**config.mk**
```make
export PLATFORM = sky130hd
export DESIGN_NAME = uart_port_master
export DESIGN_NICKNAME = d
export VERILOG_FILES = /design/src/rtl/uart_pkg.sv /design/src/rtl/uart_byte_fifo.sv /design/src/rtl/uart_port_master.sv
export SDC_FILE = /design/constraint.sdc
export NUM_CORES = 1
export LEC_CHECK = 0
export ABC_AREA = 0
export CAP_MARGIN = 40
export CELL_PAD_IN_SITES_DETAIL_PLACEMENT = 0
export CELL_PAD_IN_SITES_GLOBAL_PLACEMENT = 1
export CORE_MARGIN = 4
export CORE_UTILIZATION = 47
export DETAILED_ROUTE_END_ITERATION = 7
export GPL_ROUTABILITY_DRIVEN = 0
export MAX_ROUTING_LAYER = met4
export PLACE_DENSITY_LB_ADDON = 0.08
export REMOVE_ABC_BUFFERS = 1
export SLEW_MARGIN = 20
export SYNTH_ARGS = -nofsm -noshare
export SYNTH_HDL_FRONTEND = slang
export SYNTH_SLANG_ARGS = --single-unit
```
**constraint.sdc**
```tcl
create_clock -name clock -period 5.3 [get_ports clock]
set_input_delay 1.06 -clock clock [delete_from_list [all_inputs] [get_ports clock]]
set_output_delay 1.06 -clock clock [all_outputs]
set_load 0.005 [all_outputs]
```
**src/rtl/uart_pkg.sv**
```systemverilog
// ============================================================================
// Module      : uart_pkg
// Description : UART register map, control bit indices and master FSM states.
// Revision    : 1.0
// ============================================================================
`default_nettype none

package uart_pkg;

    localparam int CTL_IRQ_ENAB = 0;
    localparam int CTL_TX_READY = 1;
    localparam int CTL_TX_BUSY  = 2;
    localparam int CTL_RX_AVAL  = 3;

    localparam logic [2:0] REG_CONTROL = 3'd0;
    localparam logic [2:0] REG_RX      = 3'd1;
    localparam logic [2:0] REG_TX      = 3'd2;

    typedef enum logic [2:0] {
        ST_INIT   = 3'd0,
        ST_GAP    = 3'd1,
        ST_POLL   = 3'd2,
        ST_DECIDE = 3'd3,
        ST_RX_RD  = 3'd4,
        ST_TX_WR  = 3'd5
    } state_t;

endpackage

`default_nettype wire

```
**src/rtl/uart_byte_fifo.sv**
```systemverilog
// ============================================================================
// Module      : uart_byte_fifo
// Description : Synchronous FIFO, DEPTH x WIDTH, with full/empty flags.
// Revision    : 1.0
// ============================================================================
`default_nettype none

module uart_byte_fifo #(
    parameter int DEPTH = 4,
    parameter int WIDTH = 8
) (
    input  logic             clock,
    input  logic             reset,
    input  logic             push,
    input  logic [WIDTH-1:0] push_data,
    input  logic             pop,
    output logic [WIDTH-1:0] head,
    output logic             full,
    output logic             empty
);

    localparam int PTR_W = (DEPTH > 1) ? $clog2(DEPTH) : 1;

    logic [WIDTH-1:0] r_mem [DEPTH];
    logic [PTR_W-1:0] r_wr_ptr;
    logic [PTR_W-1:0] r_rd_ptr;
    logic [PTR_W:0]   r_count;
    logic             w_push;
    logic             w_pop;

    assign w_push = push && !full;
    assign w_pop  = pop && !empty;
    assign full   = (r_count == (PTR_W+1)'(DEPTH));
    assign empty  = (r_count == '0);
    assign head   = r_mem[r_rd_ptr];

    // Power-of-two depth lets the pointers wrap naturally.
    always_ff @(posedge clock or posedge reset) begin
        if (reset) begin
            r_wr_ptr <= '0;
            r_rd_ptr <= '0;
            r_count  <= '0;
        end else begin
            if (w_push) r_wr_ptr <= r_wr_ptr + 1'b1;
            if (w_pop)  r_rd_ptr <= r_rd_ptr + 1'b1;
            case ({w_push, w_pop})
                2'b10:   r_count <= r_count + 1'b1;
                2'b01:   r_count <= r_count - 1'b1;
                default: r_count <= r_count;
            endcase
        end
    end

    always_ff @(posedge clock) begin
        if (w_push) r_mem[r_wr_ptr] <= push_data;
    end

endmodule

`default_nettype wire

```
**src/rtl/uart_port_master.sv**
```systemverilog
// ============================================================================
// Module      : uart_port_master
// Description : Bus-master sequencer feeding the UART Tx buffer from a FIFO
//               and pulling received bytes into a one-entry holding register.
// Revision    : 1.0
// ============================================================================
`default_nettype none

module uart_port_master
    import uart_pkg::*;
#(
    parameter int FIFO_DEPTH = 4,
    parameter int POLL_GAP   = 16,
    parameter int USE_IRQ    = 0
) (
    input  logic       clock,
    input  logic       reset,
    input  logic       tx_valid,
    input  logic [7:0] tx_data,
    output logic       tx_ready,
    output logic       rx_valid,
    output logic [7:0] rx_data,
    input  logic       rx_ready,
    output logic       rx_overrun,
    output logic       bus_cs,
    output logic       bus_rd,
    output logic       bus_wr,
    output logic [2:0] bus_addr,
    output logic [7:0] bus_wdata,
    input  logic [7:0] bus_rdata,
    input  logic       irq
);

    localparam int         GAP_W    = $clog2(POLL_GAP);
    localparam logic [7:0] INIT_CTL = (USE_IRQ != 0) ? 8'(1 << CTL_IRQ_ENAB) : 8'h00;

    state_t           r_state;
    state_t           w_next;
    logic [GAP_W-1:0] r_gap_cnt;
    logic             r_rx_aval;
    logic             r_tx_busy;
    logic             w_fifo_full;
    logic             w_fifo_empty;
    logic [7:0]       w_head;
    logic             w_pop;
    logic             w_irq_go;
    logic             w_cs;
    logic             w_rd;
    logic             w_wr;
    logic [2:0]       w_addr;
    logic [7:0]       w_wdata;

    uart_byte_fifo #(
        .DEPTH (FIFO_DEPTH),
        .WIDTH (8)
    ) u_fifo (
        .clock     (clock),
        .reset     (reset),
        .push      (tx_valid),
        .push_data (tx_data),
        .pop       (w_pop),
        .head      (w_head),
        .full      (w_fifo_full),
        .empty     (w_fifo_empty)
    );

    assign tx_ready = !w_fifo_full;
    assign w_pop    = (r_state == ST_DECIDE) && (w_next == ST_TX_WR);
    assign w_irq_go = (USE_IRQ != 0) && irq && !rx_valid;

    // Bus strobes are decoded from the next state and registered, so each
    // access is visible for exactly the cycle spent in its state.
    always_comb begin
        w_next  = r_state;
        w_cs    = 1'b1;
        w_rd    = 1'b1;
        w_wr    = 1'b1;
        w_addr  = bus_addr;
        w_wdata = bus_wdata;
        case (r_state)
            ST_INIT: begin
                // First cycle after reset issues the write, second moves on.
                if (bus_wr) begin
                    w_cs    = 1'b0;
                    w_wr    = 1'b0;
                    w_addr  = REG_CONTROL;
                    w_wdata = INIT_CTL;
                end else begin
                    w_next = ST_GAP;
                end
            end
            ST_GAP: begin
                if (w_irq_go) begin
                    w_next = ST_RX_RD;
                    w_cs   = 1'b0;
                    w_rd   = 1'b0;
                    w_addr = REG_RX;
                end else if (r_gap_cnt == GAP_W'(POLL_GAP - 1)) begin
                    w_next = ST_POLL;
                    w_cs   = 1'b0;
                    w_rd   = 1'b0;
                    w_addr = REG_CONTROL;
                end
            end
            ST_POLL: w_next = ST_DECIDE;
            ST_DECIDE: begin
                if (r_rx_aval && !rx_valid) begin
                    w_next = ST_RX_RD;
                    w_cs   = 1'b0;
                    w_rd   = 1'b0;
                    w_addr = REG_RX;
                end else if (!w_fifo_empty && !r_tx_busy) begin
                    w_next  = ST_TX_WR;
                    w_cs    = 1'b0;
                    w_wr    = 1'b0;
                    w_addr  = REG_TX;
                    w_wdata = w_head;
                end else begin
                    w_next = ST_GAP;
                end
            end
            ST_RX_RD: w_next = ST_GAP;
            ST_TX_WR: w_next = ST_GAP;
            default:  w_next = ST_INIT;
        endcase
    end

    always_ff @(posedge clock or posedge reset) begin
        if (reset) begin
            r_state   <= ST_INIT;
            bus_cs    <= 1'b1;
            bus_rd    <= 1'b1;
            bus_wr    <= 1'b1;
            bus_addr  <= 3'd0;
            bus_wdata <= 8'h00;
            r_gap_cnt <= '0;
            r_rx_aval <= 1'b0;
            r_tx_busy <= 1'b0;
        end else begin
            r_state   <= w_next;
            bus_cs    <= w_cs;
            bus_rd    <= w_rd;
            bus_wr    <= w_wr;
            bus_addr  <= w_addr;
            bus_wdata <= w_wdata;
            r_gap_cnt <= (r_state == ST_GAP && w_next == ST_GAP) ? r_gap_cnt + 1'b1 : '0;
            if (r_state == ST_POLL) begin
                r_rx_aval <= bus_rdata[CTL_RX_AVAL];
                r_tx_busy <= bus_rdata[CTL_TX_BUSY];
            end
        end
    end

    always_ff @(posedge clock or posedge reset) begin
        if (reset) begin
            rx_valid   <= 1'b0;
            rx_data    <= 8'h00;
            rx_overrun <= 1'b0;
        end else begin
            if (r_state == ST_RX_RD) begin
                rx_valid <= 1'b1;
                rx_data  <= bus_rdata;
            end else if (rx_valid && rx_ready) begin
                rx_valid <= 1'b0;
            end
            if ((irq || (r_state == ST_DECIDE && r_rx_aval)) && rx_valid && !rx_ready)
                rx_overrun <= 1'b1;
        end
    end

endmodule

`default_nettype wire

```
==> impl_metrics.tcl, run 1 <==
set metrics [dict create \
    finalSetupViolCount 0 \
    min_path_type "flip-flop to flip-flop" \
    cpPeakStageDelay_ns 0.61 \
    reg2reg_from "r_gap_cnt[0]$_DFF_PP0_" \
    ys_ff_latch 71 \
    cts_tree "done" \
    drt_iter0_drc 106 \
    grt_max_degree 40 \
    track_usage 0.163 \
    peakVddDrop_mv 0.270 \
    skew_ns 0.00839 \
    synth.distinct_cells 39 \
    rows 28 \
    cp_slowest_cell "o21ai_2" \
    via_per_inst 5.25 \
    routed_wl_um 5350 \
    outcome "completed" \
    power_mw 1.65 \
    cts_resized 0 \
    drtPass1Iterations 4 \
    insertion_delay_ns 0.34 \
    cts.sinks 71 \
    crit_type "flip-flop to flip-flop" \
    p_leak_nw 1.51 \
    crit_path_cell_trace "ha_1 -> and3_1 -> o221ai_2 -> o21ai_2 -> inv_1 -> ha_1 -> inv_1 -> fa_1 -> xor2_1 -> nor2_1 -> xor2_1" \
    clock-root-buffer "clkbuf_8" \
    initial_core_util 0.490 \
    die_area_um2 7620 \
    end_kind "flip-flop" \
    grt_overflow_total 0 \
    layout.nets 275 \
    finalMaxSlewViolations 0 \
    cts_made_buffers 9 \
    synth-seq-area-share 0.657 \
    htreeDepth 3 \
    rsz0062_at_grt "false" \
    worst_pin_slew_ns 0.704 \
    synth_area_leader_cell "edfxtp_1" \
    cap_violations 0 \
    clk_path_buf_depth 2 \
    post-route-period-util 0.511 \
    dieWidth_um 87.3 \
    syn_area_per_cell_um2 14.9 \
    fin_crit_ns 2.71 \
    syn-cell-area_um2 2950 \
    vias 1718 \
    post-cts-setup-buffer-count 0 \
    max_slew_margin 0.528 \
    first_global_vias 1872 \
    synthToLayoutAreaGrowth_pct 24.0 \
    power_density_nw_per_um2 451 \
    die_y_um 87.3 \
    crit_fanout 11 \
    cp_top_family "compound AO/OA/AOI/OAI gates" \
    synth_top_area_share 0.325 \
    crit_arrival_ns 2.93 \
    syn_inst 198 \
    fillers 485 \
    detail-route-antenna-nets 0 \
    hold_viol_final 0 \
    drive_gt1_frac 0.183 \
    cp-start-kind "flip-flop" \
    holdCritStartpoint "r_gap_cnt[0]$_DFF_PP0_" \
    crit_start "r_gap_cnt[0]$_DFF_PP0_" \
    required_ns 5.52 \
    tns_ns 0 \
    wl_per_cell_um 16.4 \
    post-dp-hpwl_um 4000 \
    drc 0 \
    clk_pin_slew_worst_paths_ns 0.07 \
    n_antenna_cell 0 \
    io_buffer_count 44 \
    antenna_found_initial 0 \
    synth_area_leaders "edfxtp_1, dfrtp_1, mux4_2, mux2_2, mux2i_1" \
    postCtsHoldBufs 0 \
    yosys_warnings 0 \
    io_pins 46 \
    grt_pass1_wl_um 8990 \
    cp_num_buf_inv 2 \
    coreArea_um2 6030 \
    fmax_mhz 369 \
]
[kinds of logic after synthesis]
group / synth area share
DFF: 0.657
muxes: 0.133
xor gates and xnor gates: 0.0237
and+or+nand+nor: 0.0843
other: 0.00127
AOI/OAI and AO/OA: 0.0360
buffers and inverters: 0.0322
adders and majority gates: 0.0322
[state kept, by name, summed over array words and instances (netlist names), 2 cells and up]
signal / count
u_fifo.r_wr_ptr: 2
u_fifo.r_rd_ptr: 2
bus_wdata: 8
u_fifo.r_mem: 32
u_fifo.r_count: 3
rx_data: 8
bus_addr: 2
r_state: 3
r_gap_cnt: 4
[worst register-to-register path, cell delays in order, from the launching register on]
cell	delay, ns
dfrtp_1	0.38
ha_1	0.21
and3_1	0.23
o221ai_2	0.15
o21ai_2	0.61
inv_1	0.12
ha_1	0.26
inv_1	0.08
fa_1	0.18
xor2_1	0.17
nor2_1	0.07
xor2_1	0.14
[worst paths after layout]
check	end	slack, ns	cells past startpoint
max in group asynchronous	bus_wr$_DFF_PP1_	3.80	3
setup reg to reg	u_fifo.r_count[2]$_DFFE_PP0P_	2.59	11
hold reg to reg	r_gap_cnt[0]$_DFF_PP0_	0.48	1
hold / removal	r_gap_cnt[0]$_DFF_PP0_	0.48	1
setup / recovery	u_fifo.r_count[2]$_DFFE_PP0P_	2.59	11
min in group asynchronous	u_fifo.r_wr_ptr[1]$_DFFE_PP0P_	1.14	3
[routing by layer]
metal,vias up,part of all wire,GRT usage
met4,0,0.017,0.0753
li1,804,-,-
met1,865,0.43,0.195
met5,-,0,-
met3,11,0.041,0.0369
met2,38,0.52,0.264
[layout by cell type (no fill, tap or decap), drive strengths merged, types with 6 or more instances in the layout]
| master | count |
|---|---|
| clkdlybuf4s50 | 44 |
| a21oi | 6 |
| dfrtp | 36 |
| edfxtp | 32 |
| clkbuf | 9 |
| nor2 | 7 |
| nand2 | 21 |
| and3 | 7 |
| mux2 | 11 |
| mux2i | 9 |
| ha | 6 |
| mux4 | 8 |
| inv | 11 |
[Yosys cell counts (all sizes together)]
| cell | number |
|---|---|
| dfrtp | 36 |
| edfxtp | 32 |
| nand2 | 21 |
| inv | 11 |
| mux2 | 11 |
| mux2i | 9 |
| mux4 | 8 |
| and3 | 7 |
| nor2 | 7 |
| a21oi | 6 |
| ha | 6 |
| buf | 5 |
| xnor2 | 5 |
| nand3 | 4 |
| dfstp | 3 |
| nor3 | 3 |
| o21ai | 3 |
| xor2 | 3 |
| clkbuf | 2 |
| nand2b | 2 |
| a211oi | 1 |
| and2 | 1 |
| and2b | 1 |
| conb | 1 |
| fa | 1 |
| nand3b | 1 |
| nand4 | 1 |
| o211ai | 1 |
| o21bai | 1 |
| o221a | 1 |
| o221ai | 1 |
| o2bb2ai | 1 |
| or3 | 1 |
| or3b | 1 |
[layout make-up]
class,count,area [µm²],area share
Tap cell,75,93.8,0.0256
Inverter,11,41.3,0.0113
Multi-Input combinational cell,109,918,0.251
Clock inverter,7,97.6,0.0266
Timing Repair Buffer,45,448,0.122
Sequential cell,71,1940,0.530
Clock buffer,9,124,0.0338
[where the power goes]
part,internal (mW),switching [mW],total [mW]
Clock,0.265,0.197,0.462
Sequential,0.709,0.0887,0.797
Combinational,0.209,0.182,0.391
Total,1.18,0.468,1.65
[stage by stage]
stage               hold slack (ns)  setup slack [ns]  std cells   util  instance area [µm²]
floorplan                     0.433              2.89        191      -                 2900
global placement              0.444              2.57        311  0.571                 3440
detailed placement            0.462              2.46        311  0.571                 3440
CTS                           0.472              2.59        327  0.608                 3660
global route                  0.497              2.35        327  0.608                 3660
finish                        0.477              2.59        327  0.608                 3660
(Power assumes the default switching activity.)
==> run 2: changes to the inputs <==
--- a/config.mk
+++ b/config.mk
@@ -10,7 +10,7 @@
 export CELL_PAD_IN_SITES_DETAIL_PLACEMENT = 0
 export CELL_PAD_IN_SITES_GLOBAL_PLACEMENT = 1
 export CORE_MARGIN = 4
-export CORE_UTILIZATION = 47
+export CORE_UTILIZATION = 40
 export DETAILED_ROUTE_END_ITERATION = 7
 export GPL_ROUTABILITY_DRIVEN = 0
 export MAX_ROUTING_LAYER = met4
==> constraint.sdc (replaced) <==
create_clock -name clock -period 2.2 [get_ports clock]
set_input_delay 0.44 -clock clock [delete_from_list [all_inputs] [get_ports clock]]
set_output_delay 0.44 -clock clock [all_outputs]
set_load 0.005 [all_outputs]
==> run 2 against run 1 <==
  * Critical path depth down 1
  * Worst hold slack better by 0.015 ns
  * Combinational power grew to 3.0 times the previous value
  * Final area up 5.9%
  * Die area increased by 16%
  * Critical path type unchanged
==> impl_metrics.tcl, run 2 (same netlist as run 1, synthesis figures left out) <==
set metrics [dict create \
    regMostFlops "u_fifo.r_mem" \
    cp_slowest_cell "or3b_4" \
    worst_pin_slew_ns 0.501 \
    crit_arrival_ns 2.45 \
    finalSetupViolCount 0 \
    track_usage 0.136 \
    max_slew_margin 0.666 \
    clk_path_buf_depth 2 \
    end_kind "flip-flop" \
    drtPass1Iterations 4 \
    first_global_vias 1734 \
    drt_iter0_drc 84 \
    dieWidth_um 93.9 \
    io_buffer_count 44 \
    fmax_mhz 458 \
    vias 1727 \
    layout.nets 295 \
    htreeDepth 3 \
    grt_pass1_wl_um 8820 \
    postCtsHoldBufs 0 \
    crit_path_cell_trace "or3b_4 -> o221ai_4 -> o21ai_2 -> inv_1 -> ha_2 -> inv_2 -> fa_2 -> xor2_1 -> nor2_1 -> xor2_1" \
    insertion_delay_ns 0.34 \
    power_density_nw_per_um2 1060 \
    die_y_um 93.9 \
    detail-route-antenna-nets 0 \
    drive_gt1_frac 0.269 \
    cp-start-kind "flip-flop" \
    drc 0 \
    hold_viol_final 0 \
    post-dp-hpwl_um 3720 \
    cts_tree "done" \
    tns_ns 0 \
    fin_cells 370 \
    die_area_um2 8820 \
    skew_ns 0.00753 \
    cts.sinks 71 \
    routed_wl_um 5310 \
    wl_per_cell_um 14.3 \
    antenna_found_initial 0 \
    outcome "completed" \
    clk_pin_slew_worst_paths_ns 0.07 \
    grt_overflow_total 0 \
    min_path_type "flip-flop to flip-flop" \
    crit_fanout 2 \
    n_antenna_cell 0 \
    fin_crit_ns 2.18 \
    cap_violations 0 \
    grt_max_degree 40 \
    crit_top_cell "xor2_1" \
    peakVddDrop_mv 0.581 \
    fillers 641 \
    layout_common_cells "clkdlybuf4s50_1, dfrtp_1, edfxtp_1, nand2_1, buf_4" \
    via_per_inst 4.67 \
    synthToLayoutAreaGrowth_pct 31.3 \
    rows 31 \
    fin_ws_ns 0.0158 \
    largest_register_ffs 32 \
    place_area_um2 3590 \
    p_leak_nw 1.60 \
    clock-root-buffer "clkbuf_8" \
    reg_top3 "u_fifo.r_mem (32), bus_wdata (8), rx_data (8)" \
    initial_core_util 0.409 \
    rsz0062_at_grt "true" \
    crit_type "flip-flop to flip-flop" \
    power_mw 4.13 \
    io_pins 46 \
    dpl.cell_count 349 \
    post-route-period-util 0.993 \
    place_ws_ns -0.0883 \
    fin_area_um2 3880 \
    coreArea_um2 7210 \
    finalMaxSlewViolations 0 \
    cpPeakStageDelay_ns 0.42 \
    required_ns 2.46 \
    cts_made_buffers 9 \
    final_common_cell "clkdlybuf4s50_1" \
]
## run 2: worst paths after layout
check	from	endpoint	slack, ns	cells after the start
max	r_state[1]$_DFF_PP0_	u_fifo.r_count[2]$_DFFE_PP0P_	0.02	10
max reg2reg	r_state[1]$_DFF_PP0_	u_fifo.r_count[2]$_DFFE_PP0P_	0.02	10
min reg2reg	bus_addr[0]$_DFFE_PP0P_	bus_addr[0]$_DFFE_PP0P_	0.49	1
min in group asynchronous	reset	u_fifo.r_wr_ptr[1]$_DFFE_PP0P_	0.51	3
max in group asynchronous	reset	bus_wr$_DFF_PP1_	1.32	3
min	bus_addr[0]$_DFFE_PP0P_	bus_addr[0]$_DFFE_PP0P_	0.49	1
## run 2: layout make-up
cell class,instances,area [µm²],area share
sequential,71,1940,0.500
clock inverter,6,86.3,0.0223
tap,99,124,0.0319
inverter,11,45.0,0.0116
clock buffer,9,124,0.0319
multi-input combinational,109,948,0.245
timing repair buffer,65,611,0.157
## run 2: power by group
group	switching, mW	internal [mW]
registers	0.164	1.71
logic	0.522	0.639
clock network	0.463	0.629
## run 2: through the flow
stage	util	hold slack [ns]
5_1_grt	0.538	0.510
2_1_floorplan	-	0.433
3_5_place_dp	0.498	0.474
3_3_place_gp	0.498	0.472
4_1_cts	0.530	0.499
6_report	0.538	0.492
## run 2: timing repair
action                                 in CTS  in global routing
gates resized for setup                     3                  6
setup endpoints to repair                   1                  2
pin swaps                                   3                  4
endpoints found under the hold margin       0                  0
buffers inserted                            1                  5
## run 2: metal layers
layer / routed length [µm] / part of all wire / GRT usage
met3: 229 / 0.043 / 0.0489
met4: 60 / 0.011 / 0.0361
met1: 2450 / 0.46 / 0.174
met5: 0 / 0 / -
met2: 2570 / 0.48 / 0.206
## run 2: worst max-delay path: cells and delay by family (launching register included)
family / cells / cell delay (ns)
simple gates: 2 / 0.53
buf+inv: 2 / 0.11
flops: 1 / 0.38
xor+xnor: 2 / 0.29
compound gates: 2 / 0.31
fa+ha+maj: 2 / 0.51
